[src/rtl/rom_bit_serializer.sv]
// rom_bit_serializer
// ------------------
// Pattern/sequence generator. A free-running 3-bit counter selects a bit
// position, and a 3-bit select picks one of eight fixed 8-bit pattern words.
// The chosen bit of the chosen word is presented on outp, so over eight
// consecutive clocks the word is shifted out LSB first. The counter keeps
// running whatever en and s do.
//
// Ports:
//   clk   in   1  rising-edge clock
//   clr   in   1  synchronous active-high clear of the counter
//   en    in   1  decoder enable; low forces outp to 0
//   s     in   3  pattern word select (s[2] is the MSB)
//   outp  out  1  serial output bit, combinational from q, s and en
//   q     out  3  current counter value, which is also the bit index
module rom_bit_serializer (
    input  logic       clk,
    input  logic       clr,
    input  logic       en,
    input  logic [2:0] s,
    output logic       outp,
    output logic [2:0] q
);

    logic [7:0] word;
    logic [7:0] dec;
    logic [7:0] e;

    // Bit-index counter. It counts up every clock and wraps from 7 back to 0
    // through the natural 3-bit overflow. A high clr pins it at zero, and
    // counting resumes from 1 on the first edge after clr drops.
    always_ff @(posedge clk) begin
        if (clr) begin
            q <= 3'd0;
        end else begin
            q <= q + 3'd1;
        end
    end

    // Fixed pattern table. It is read combinationally, so a change on s is
    // visible on outp within the same cycle, without waiting for a clock.
    always_comb begin
        word = 8'h00;
        case (s)
            3'd0: word = 8'hA5;
            3'd1: word = 8'h3C;
            3'd2: word = 8'hF0;
            3'd3: word = 8'h0F;
            3'd4: word = 8'h55;
            3'd5: word = 8'hAA;
            3'd6: word = 8'hFF;
            3'd7: word = 8'h81;
            default: word = 8'h00;
        endcase
    end

    // One-hot decoder of the counter. Only the line matching the current bit
    // index is raised, and only while en is high. With en low every line is
    // zero, which is what silences the output.
    always_comb begin
        dec = 8'h00;
        for (int i = 0; i < 8; i++) begin
            dec[i] = en && (q == 3'(i));
        end
    end

    // Output path. Each decoder line gates its own word bit, and the gated
    // bits are OR-ed together. Because at most one line is high, this amounts
    // to en & word[q]. Built as gate-and-OR rather than a mux, it mirrors the
    // decoder-plus-ROM structure of the original lab design.
    always_comb begin
        e    = dec & word;
        outp = |e;
    end

endmodule

[config.mk]
export PLATFORM = sky130hd
export DESIGN_NAME = rom_bit_serializer
export DESIGN_NICKNAME = d
export VERILOG_FILES = /design/src/rtl/rom_bit_serializer.sv
export SDC_FILE = /design/constraint.sdc
export NUM_CORES = 1
export LEC_CHECK = 0
export BUFFER_PORTS_ARGS = -buffer_cell sky130_fd_sc_hd__buf_2
export CAP_MARGIN = 20
export CORE_AREA = 4 4 41 43
export DETAILED_ROUTE_END_ITERATION = 12
export DIE_AREA = 0 0 45 47
export GPL_TIMING_DRIVEN = 0
export PLACE_DENSITY = 0.49
export SLEW_MARGIN = 20
export SYNTH_ARGS = -nofsm -noshare
export SYNTH_HDL_FRONTEND = slang
export SYNTH_SLANG_ARGS = --single-unit
[constraint.sdc]
create_clock -name clk -period 2.3 [get_ports clk]
set_input_delay 0.46 -clock clk [delete_from_list [all_inputs] [get_ports clk]]
set_output_delay 0.46 -clock clk [all_outputs]
set_load 0.02 [all_outputs]
==> Word level (Yosys, flattened, before mapping) <==
Memories as Yosys holds them, arrays and structs flattened.
Cells that the tools add are included.
{ "totals": {"reg_bits": 3, "romBits": 64, "in_bits": 6, "elab_cells": 21, "memories": 1} }
{ "mem_list": {"columns": ["memory", "words", "width", "rd", "rd_ports_with_merged_regs", "wr", "line", "rtl"], "rows": [
  ["(name not given)", 8, 8, 1, 0, 0, "44", "case (s)"]
]} }
{ "classes": {"add_sub_neg": 1, "eq_ne": 7, "n_bitwise": 1, "reduce_logical": 10} }
{ "ops": {"columns": ["operator", "count"], "rows": [
  ["$eq A3 B3 Y1 const B", 4],
  ["$and A8 B8 Y8", 1],
  ["$logic_and A1 B1 Y1", 8],
  ["$reduce_or A8 Y1", 1],
  ["$eq A3 B2 Y1 const B", 2],
  ["$add A3 B1 Y3 const B", 1],
  ["$eq A3 B1 Y1 const B", 1],
  ["$logic_not A3 Y1", 1]
]} }

==> Logic depth before layout (Yosys ltp) <==
Gate-level depths: netlist (run 1).
{ "logic_depth": {"ltp_word": 4, "depth_mapped": 6} }

==> Worst setup path after synthesis (run 1) <==
OpenSTA, ideal clock, no wires.
{ "synth_timing": {"path_type": "input-to-output", "from": "input s[0]", "to": "output outp", "t_arrival_ps": 1671, "required_time_ps": 1840, "path_slack_ps": 169, "cell_stages": 6, "cell_sequence": "inv_1 ha_1 o21ai_0 a221oi_1 a311oi_1 o2111ai_1"} }
{ "synth_between": {"elab_chain_cells": 3} }
{ "synth_lines": {"columns": ["element", "line", "rtl"], "rows": [
  ["start: declaration", "20", "input logic [2:0] s,"],
  ["$mem_v2 Z8 W8", null, null],
  ["$and A8 B8 Y8", "72", "e = dec & word;"],
  ["$reduce_or A8 Y1", "73", "outp = |e;"],
  ["end: declaration", "21", "output logic outp,"]
]} }
Every way passes these cells.

==> Final worst setup path (run 1) <==
{ "layout_timing": {"from": "input s[1]", "to": "output outp"} }
The elaborated chain is that of the path after synthesis.

==> results.py, run 1 <==
metrics = {
    "status": {
        "run_status": "finished, final reports clean",
    },
    "die": {
        "start_util_pct": 30.4,
        "io_pins": 10,
        "die-height_um": 47,
        "dieWidth_um": 45,
        "dieArea_um2": 2120,
        "core_area_um2": 1300,
        "rows": 13,
    },
    "hold_path": {
        "min_path_type": "primary input to flip-flop",
        "holdCritStartpoint": "clr",
        "whs_endpoint": "q[2]$_SDFF_PP0_",
        "hold_depth": 2,
    },
    "yosys": {
        "yosysMostFrequentCell": "ha_1",
        "muxShareOfSynthArea_pct": 5.06,
        "ys_ff_latch": 3,
        "yosys.area_share.simple_pct": 12.0,
        "synth-edff-count": 0,
        "synth_seq_area_share_pct": 15.2,
        "synth_commonest_cells": "ha_1 (13), inv_1 (7), o21ai_0 (5)",
        "synth_fp_nets": 65,
        "synth-async-reset-ratio_pct": 0,
        "synth_top_area_cell": "ha_1",
        "yosys_warnings": 0,
        "synth_fa_ha_area_share_pct": 41.1,
        "syn_area_um2": 395,
        "synth_top_family_by_area": "adder cells",
        "synthXorXnorAreaFrac_pct": 0,
        "syn_inst": 46,
        "synth-compound-area-share_pct": 17.1,
        "syn_avg_cell_area_um2": 8.60,
        "synth_area_leaders": "ha_1 (41%), dfxtp_1 (15%), inv_1 (6.6%), o21ai_0 (6.3%), mux2i_1 (5.1%)",
        "synth_cell_types": 16,
        "synth_top_area_share_pct": 41.1,
        "dominantRegCellSynth": "dfxtp_1",
    },
    "detailed_routing": {
        "vias_per_cell": 4.91,
        "drt-total-wl_um": 834,
        "via_count": 363,
        "wl_per_cell_um": 11.3,
        "drc": 0,
        "drt_iter0_markers": 6,
        "first_pass_iters": 4,
        "ant_nets": 0,
    },
    "worst_setup_path": {
        "crit_path_start": "s[1]",
        "max_stage_delay_ns": 0.25,
        "critical_path_class": "primary input to output port",
        "arrival_ns": 1.74,
        "rrSetupSlack_ns": 1.30,
        "reg2reg_depth": 3,
        "crit_family": "compound AO/OA/AOI/OAI gates",
        "required_ns": 1.84,
        "cp_max_fo": 5,
        "reg2reg_from": "q[0]$_SDFF_PP0_",
        "endpoint_kind": "output port",
        "cp_common_cell": "buf_4",
        "crit_chain": "buf_4 > inv_2 > ha_4 > o21ai_1 > a221oi_2 > a311oi_2 > o2111ai_1 > buf_4",
        "startpoint_type": "primary input",
        "timing.rr.end": "q[2]$_SDFF_PP0_",
        "slowest_stage": "a311oi_2",
        "path_buf_inv": 3,
    },
    "placement": {
        "hpwl_um": 625,
        "routabilityCongestion": 0.679,
        "place.port_buffers": 9,
        "place_area_um2": 459,
    },
    "cts": {
        "clock_latency_ns": 0.23,
        "cts_sinks": 3,
        "cts_buffer_depth": 2,
        "cts-root-buf": "clkbuf_4",
        "clk_pin_slew_ns": 0.04,
        "cts_tree": "done",
        "post_cts_buffers": 0,
        "htreeDepth": 1,
        "cts_made_buffers": 3,
    },
    "timing": {
        "slew_headroom_pct": 84.5,
        "setup_viol": 0,
        "fmax_mhz": 455,
        "fin_skew_ns": 0.00329,
        "period_needed_ns": 2.20,
        "drv_slew": 0,
        "tns_ns": 0,
        "rsz0062_at_grt": "false",
        "whs_ns": 0.417,
        "period_share_pct": 95.5,
        "hold_violations": 0,
        "worstMarginPinSlew_ns": 0.230,
    },
    "run": {
        "maxCapViolCount": 0,
    },
    "global_route": {
        "grt_overflow": 0,
        "grt_util_met3_pct": 3.45,
        "grt_max_degree": 11,
        "grt_use_met2_pct": 15.5,
        "use_met1_pct": 9.28,
        "grt_pass1_vias": 336,
        "busiest_layer": "met2",
        "antenna_found_initial": 0,
        "grt_pass1_wl_um": 1300,
        "track_usage_pct": 8.52,
    },
    "layout": {
        "final_core_util_pct": 40.2,
        "syn2layout_area_growth_pct": 32.3,
        "multi_input_area_um2": 325,
        "antenna_cells": 0,
        "drive_above_1_share_pct": 32.2,
        "fillers": 154,
        "design_area_um2": 523,
        "nets": 79,
        "regArea_um2": 60.1,
        "regMostFlops": "q",
        "largestRegisters": "q: 3 flops",
        "largest_reg_flops": 3,
    },
    "power_and_ir_drop": {
        "ir_drop_uv": 332,
        "p_total_mw": 0.232,
        "power.leakage_nw": 0.264,
        "power.density_nw_per_um2": 443,
    },
}
==> what timing repair did <==
action                     4_1_cts  5_1_grt
setup endpoints to repair        1        1
pin swaps                        1        3
gates resized for setup          5        8
hold buffers                     0        0
==> layout by cell type (no fill, tap or decap), types with 2 or more instances in the layout <==
cell type,Yosys,layout
buf_2,0,6
nor2b_1,2,2
nand2_1,2,2
clkbuf_4,0,3
dfxtp_1,3,3
nor2_1,3,3
buf_4,0,3
inv_1,7,5
mux2i_1,2,2
nand3_1,2,2
o21ai_0,5,3
ha_1,13,11
o21ai_1,0,2
==> worst reg2reg max path, delay by kind of cell (launching register included) <==
kind,cells,cell delay (ns)
adder cells (fa/ha/maj),2,0.51
flip-flops,1,0.34
AND/OR/NAND/NOR,1,0.09
==> how the worst max path moves through the flow <==
stage	endpoint	slack [ns]	cells past startpoint
2_1_floorplan	outp	0.17	6
3_3_place_gp	outp	-0.006	8
3_5_place_dp	outp	-0.03	8
4_1_cts	outp	0.02	8
5_1_grt	outp	0.004	8
6_report	outp	0.10	8
==> metal layers <==
layer | wire, um | vias to the layer above
met3 | 36 | 0
met4 | 0 | 0
li1 | - | 184
met2 | 418 | 7
met1 | 379 | 172
met5 | 0 | -
==> per-stage QoR <==
step	setup slack (ns)	instances
6_report	0.105	74
5_1_grt	0.00446	74
4_1_cts	0.0221	74
3_5_place_dp	-0.0271	70
3_3_place_gp	-0.00613	70
2_1_floorplan	0.169	46
==> cell families after synthesis <==
group	Yosys count
adder cells (fa/ha/maj)	13
AND/OR/NAND/NOR	10
flip-flops	3
AO/OA/AOI/OAI	10
buffers and inverters	8
multiplexers	2
==> power breakdown <==
group	leakage (nW)	switching, mW	total [mW]	internal [mW]
sequential	0.0248	0.00518	0.0619	0.0568
clock	0.0150	0.0261	0.0910	0.0649
combinational	0.224	0.0451	0.0789	0.0338
total	0.264	0.0764	0.232	0.156
==> cell type report <==
| cell class | instances | area share [%] |
|---|---|---|
| buffer | 1 | 2.15 |
| clock buffer | 4 | 5.02 |
| inverter | 7 | 5.50 |
| multi-input combinational | 35 | 62.2 |
| sequential | 3 | 11.5 |
| tap | 15 | 3.59 |
| timing repair buffer | 9 | 10.0 |
(Power assumes the default switching activity.)
==> inputs of run 2 (changes only) <==
--- a/config.mk
+++ b/config.mk
@@ -13,3 +13,3 @@
 export GPL_TIMING_DRIVEN = 0
-export PLACE_DENSITY = 0.49
+export PLACE_DENSITY_LB_ADDON = 0.2
 export SLEW_MARGIN = 20
--- a/constraint.sdc
+++ b/constraint.sdc
@@ -3,2 +3,2 @@
 set_output_delay 0.46 -clock clk [all_outputs]
-set_load 0.02 [all_outputs]
+set_load 0.01 [all_outputs]
==> results.py, run 2 (same netlist as run 1, synthesis figures left out) <==
metrics = {
    "run": {
        "maxCapViolCount": 0,
    },
    "layout": {
        "largest_reg_flops": 3,
        "stdcell_count": 74,
        "nets": 79,
        "fillers": 138,
        "regMostFlops": "q",
        "final_common_cell": "ha_1",
        "antenna_cells": 0,
        "design_area_um2": 504,
        "drive_above_1_share_pct": 28.8,
        "final_cell_mix": "ha_1 (12), buf_2 (9), inv_1 (5), o21ai_0 (5)",
        "syn2layout_area_growth_pct": 27.5,
        "largestRegisters": "q: 3 flops",
        "final_core_util_pct": 38.8,
    },
    "power_and_ir_drop": {
        "power.density_nw_per_um2": 428,
        "p_total_mw": 0.216,
        "switching_share_pct": 30.0,
        "ir_drop_uv": 407,
        "switchingPower_mw": 0.0648,
        "pwr-share-clk_pct": 41.1,
        "power.leakage_nw": 0.262,
        "seqPwrFrac_pct": 28.8,
        "cell_internal_pwr_mw": 0.151,
        "p_comb_share_pct": 30.1,
    },
    "timing": {
        "period_needed_ns": 2.20,
        "slew_headroom_pct": 80.5,
        "drv_slew": 0,
        "fmax_mhz": 454,
        "period_share_pct": 95.8,
        "rsz0062_at_grt": "false",
        "worstMarginPinSlew_ns": 0.292,
        "tns_ns": 0,
        "setup_viol": 0,
        "hold_violations": 0,
        "fin_skew_ns": 0.00147,
    },
    "cts": {
        "clock_latency_ns": 0.22,
        "clk_pin_slew_ns": 0.03,
        "post_cts_buffers": 0,
        "hold_buffers": 0,
        "cts-root-buf": "clkbuf_4",
        "cts_tree": "done",
        "cts_made_buffers": 3,
        "cts_resized": 0,
        "cts_buffer_depth": 2,
        "cts_sinks": 3,
        "htreeDepth": 1,
    },
    "detailed_routing": {
        "drt-total-wl_um": 737,
        "drc": 0,
        "first_pass_iters": 2,
        "via_count": 342,
        "wl_per_cell_um": 9.96,
        "drt_iter0_markers": 2,
        "vias_per_cell": 4.62,
        "ant_nets": 0,
    },
    "global_route": {
        "grt_use_met2_pct": 14.7,
        "use_met1_pct": 9.55,
        "grt_pass1_vias": 355,
        "grt_overflow": 0,
        "grt_util_met3_pct": 3.83,
        "track_usage_pct": 8.45,
        "grt_max_degree": 11,
        "grt_pass1_wl_um": 1350,
        "antenna_found_initial": 0,
        "busiest_layer": "met2",
    },
    "worst_setup_path": {
        "reg2reg_from": "q[0]$_SDFF_PP0_",
        "endpoint_kind": "output port",
        "rrSetupSlack_ns": 1.29,
        "arrival_ns": 1.74,
        "cp_max_fo": 5,
        "required_ns": 1.84,
        "reg2reg_depth": 3,
        "critical_path_class": "primary input to output port",
        "timing.rr.end": "q[2]$_SDFF_PP0_",
        "startpoint_type": "primary input",
    },
    "placement": {
        "place_area_um2": 459,
        "routabilityCongestion": 0.741,
        "hpwl_um": 601,
        "dp.cells": 70,
        "place.port_buffers": 9,
    },
    "die": {
        "core_area_um2": 1300,
        "dieWidth_um": 45,
        "start_util_pct": 30.4,
        "rows": 13,
        "dieArea_um2": 2120,
        "io_pins": 10,
        "die-height_um": 47,
    },
    "hold_path": {
        "holdCritStartpoint": "clr",
        "min_path_type": "primary input to flip-flop",
        "whs_endpoint": "q[0]$_SDFF_PP0_",
        "hold_depth": 2,
    },
    "status": {
        "run_status": "finished, final reports clean",
    },
}
==> run 2: area by class of cell <==
class / count / area, um2 / area share [%]
Clock buffer: 4 / 26.3 / 5.21
Timing Repair Buffer: 9 / 45.0 / 8.93
Buffer: 1 / 11.3 / 2.23
Tap cell: 15 / 18.8 / 3.72
Sequential cell: 3 / 60.1 / 11.9
Multi-Input combinational cell: 35 / 317 / 62.8
Inverter: 7 / 26.3 / 5.21
==> run 2: how the worst max path moves through the flow <==
stage	from	endpoint	slack, ns	depth (start not counted)
floorplan	s[0]	outp	0.32	6
global placement	s[0]	outp	0.02	8
detailed placement	s[0]	outp	0.05	8
CTS	s[0]	outp	0.04	8
global route	s[0]	outp	0.003	8
finish	s[0]	outp	0.1	7
==> run 2: power by group through the flow <==
stage                     registers (mW)  logic [mW]  clock network, mW
after floorplan                   0.0639      0.0375                  0
after global placement            0.0627      0.0622                  0
after detailed placement          0.0628      0.0614                  0
after CTS                         0.0621      0.0618             0.0916
after global routing              0.0633      0.0753             0.0984
final                             0.0621      0.0649             0.0887
==> run 2: critical path, cell delays in order <==
cell       delay (ns)
buf_2            0.12
inv_2            0.08
ha_1             0.23
o311a_1          0.34
a311oi_2         0.24
o2111ai_1        0.12
buf_2            0.15
==> run 2: stage by stage <==
| stage | worst slack (ns) | hold WS, ns |
|---|---|---|
| after floorplan | 0.318 | 0.483 |
| after global placement | 0.0173 | 0.470 |
| after detailed placement | 0.0486 | 0.475 |
| after CTS | 0.0448 | 0.416 |
| after global routing | 0.00309 | 0.425 |
| final | 0.0968 | 0.421 |
==> run 2: routing by layer <==
metal | vias up | share of wire (%) | wire length (um)
met2 | 6 | 48 | 354
met1 | 150 | 48 | 353
li1 | 186 | - | -
met5 | - | 0 | 0
met3 | 0 | 3.9 | 29
met4 | 0 | 0 | 0
==> inputs of run 3 (changes only) <==
BUFFER_PORTS_ARGS = not set   (was -buffer_cell sky130_fd_sc_hd__buf_2)
DONT_BUFFER_PORTS = 1   (was not set)
==> results.py, run 3 (same netlist as run 1, synthesis figures left out) <==
metrics = {
    "die": {
        "dieArea_um2": 2120,
        "start_util_pct": 30.4,
        "rows": 13,
        "io_pins": 10,
        "dieWidth_um": 45,
        "die-height_um": 47,
        "core_area_um2": 1300,
    },
    "timing": {
        "setup_viol": 0,
        "worstMarginPinSlew_ns": 0.317,
        "period_share_pct": 90.4,
        "whs_ns": 0.291,
        "slew_headroom_pct": 78.8,
        "hold_violations": 0,
        "rsz0062_at_grt": "false",
        "tns_ns": 0,
        "drv_slew": 0,
        "fmax_mhz": 481,
        "period_needed_ns": 2.08,
        "fin_skew_ns": 0.00315,
    },
    "detailed_routing": {
        "drc": 0,
        "drt_iter0_markers": 1,
        "vias_per_cell": 4.86,
        "wl_per_cell_um": 10.8,
        "via_count": 316,
        "first_pass_iters": 2,
        "ant_nets": 0,
        "drt-total-wl_um": 703,
    },
    "cts": {
        "clock_latency_ns": 0.23,
        "cts_made_buffers": 3,
        "htreeDepth": 1,
        "clk_pin_slew_ns": 0.04,
        "cts-root-buf": "clkbuf_4",
        "cts_resized": 0,
        "cts_buffer_depth": 2,
        "post_cts_buffers": 0,
        "hold_buffers": 0,
        "cts_sinks": 3,
        "cts_tree": "done",
    },
    "hold_path": {
        "min_path_type": "primary input to flip-flop",
    },
    "placement": {
        "place.port_buffers": 0,
        "place_area_um2": 414,
        "routabilityCongestion": 0.730,
        "hpwl_um": 606,
    },
    "layout": {
        "regMostFlops": "q",
        "final_core_util_pct": 33.8,
        "multi_input_area_um2": 298,
        "drive_above_1_share_pct": 8.00,
        "syn2layout_area_growth_pct": 11.4,
        "final_cell_mix": "ha_1 (13), inv_1 (7), o21ai_0 (5)",
        "nets": 70,
        "final_common_cell": "ha_1",
        "largestRegisters": "q: 3 flops",
        "fillers": 149,
        "design_area_um2": 440,
        "antenna_cells": 0,
        "regArea_um2": 60.1,
        "largest_reg_flops": 3,
    },
    "power_and_ir_drop": {
        "power.density_nw_per_um2": 455,
        "p_comb_share_pct": 22.8,
        "switchingPower_mw": 0.0588,
        "pwr-share-clk_pct": 45.1,
        "switching_share_pct": 29.3,
        "p_total_mw": 0.201,
        "power.leakage_nw": 0.223,
        "seqPwrFrac_pct": 32.2,
        "ir_drop_uv": 428,
        "cell_internal_pwr_mw": 0.142,
    },
    "global_route": {
        "grt_pass1_wl_um": 1280,
        "track_usage_pct": 8.45,
        "grt_overflow": 0,
        "antenna_found_initial": 0,
        "grt_pass1_vias": 338,
        "grt_max_degree": 11,
    },
    "worst_setup_path": {
        "max_stage_delay_ns": 0.37,
        "cp_max_fo": 5,
        "crit_chain": "inv_1 > ha_1 > o21ai_0 > a221oi_1 > a311oi_1 > o2111ai_1",
        "required_ns": 1.84,
        "endpoint_kind": "output port",
        "path_buf_inv": 1,
        "critical_path_class": "flip-flop to output port",
        "crit_family": "compound AO/OA/AOI/OAI gates",
        "slowest_stage": "dfxtp_1",
        "arrival_ns": 1.62,
        "startpoint_type": "flip-flop",
    },
    "run": {
        "maxCapViolCount": 0,
    },
    "status": {
        "run_status": "finished, final reports clean",
    },
}
-- run 3: changes by cell type in the layout (fill, tap and decap cells not counted), sizes merged --
cell / change
buf: -9
-- run 3: path summary, 6_finish.rpt --
kind	start	depth (start not counted)	to	slack [ns]
max	q[0]$_SDFF_PP0_	6	outp	0.22
min	clr	1	q[2]$_SDFF_PP0_	0.29
max reg2reg	q[0]$_SDFF_PP0_	3	q[1]$_SDFF_PP0_	1.22
min reg2reg	q[0]$_SDFF_PP0_	1	q[0]$_SDFF_PP0_	0.53
-- run 3: per-layer routing --
layer | global-route usage, % | vias up | part of all wire [%]
li1 | - | 166 | -
met1 | 9.07 | 138 | 42
met2 | 12.4 | 10 | 45
met3 | 6.51 | 2 | 11
met4 | 3.51 | 0 | 2.0
met5 | 0 | - | 0
-- run 3: area by class of cell --
cell class / count / area share (%)
multi-input combinational: 35 / 67.6
sequential: 3 / 13.6
clock buffer: 4 / 5.97
inverter: 7 / 5.97
tap: 15 / 4.26
buffer: 1 / 2.56
-- run 3: worst register-to-register path, stage by stage (launching register included) --
cell     delay [ns]
dfxtp_1        0.45
inv_1          0.10
ha_1           0.30
nor2b_1        0.13
-- run 3: through the flow --
step	cells	setup WS [ns]
2_1_floorplan	46	0.318
3_3_place_gp	61	0.183
3_5_place_dp	61	0.190
4_1_cts	65	0.175
5_1_grt	65	0.000158
6_report	65	0.221
-- run 3: power by group through the flow --
stage / Combinational, mW / Clock, mW / Sequential (mW)
after detailed placement: 0.0467 / 0 / 0.0658
after CTS: 0.0471 / 0.0945 / 0.0650
after floorplan: 0.0375 / 0 / 0.0639
final: 0.0456 / 0.0904 / 0.0646
after global placement: 0.0469 / 0 / 0.0656
after global routing: 0.0552 / 0.104 / 0.0656
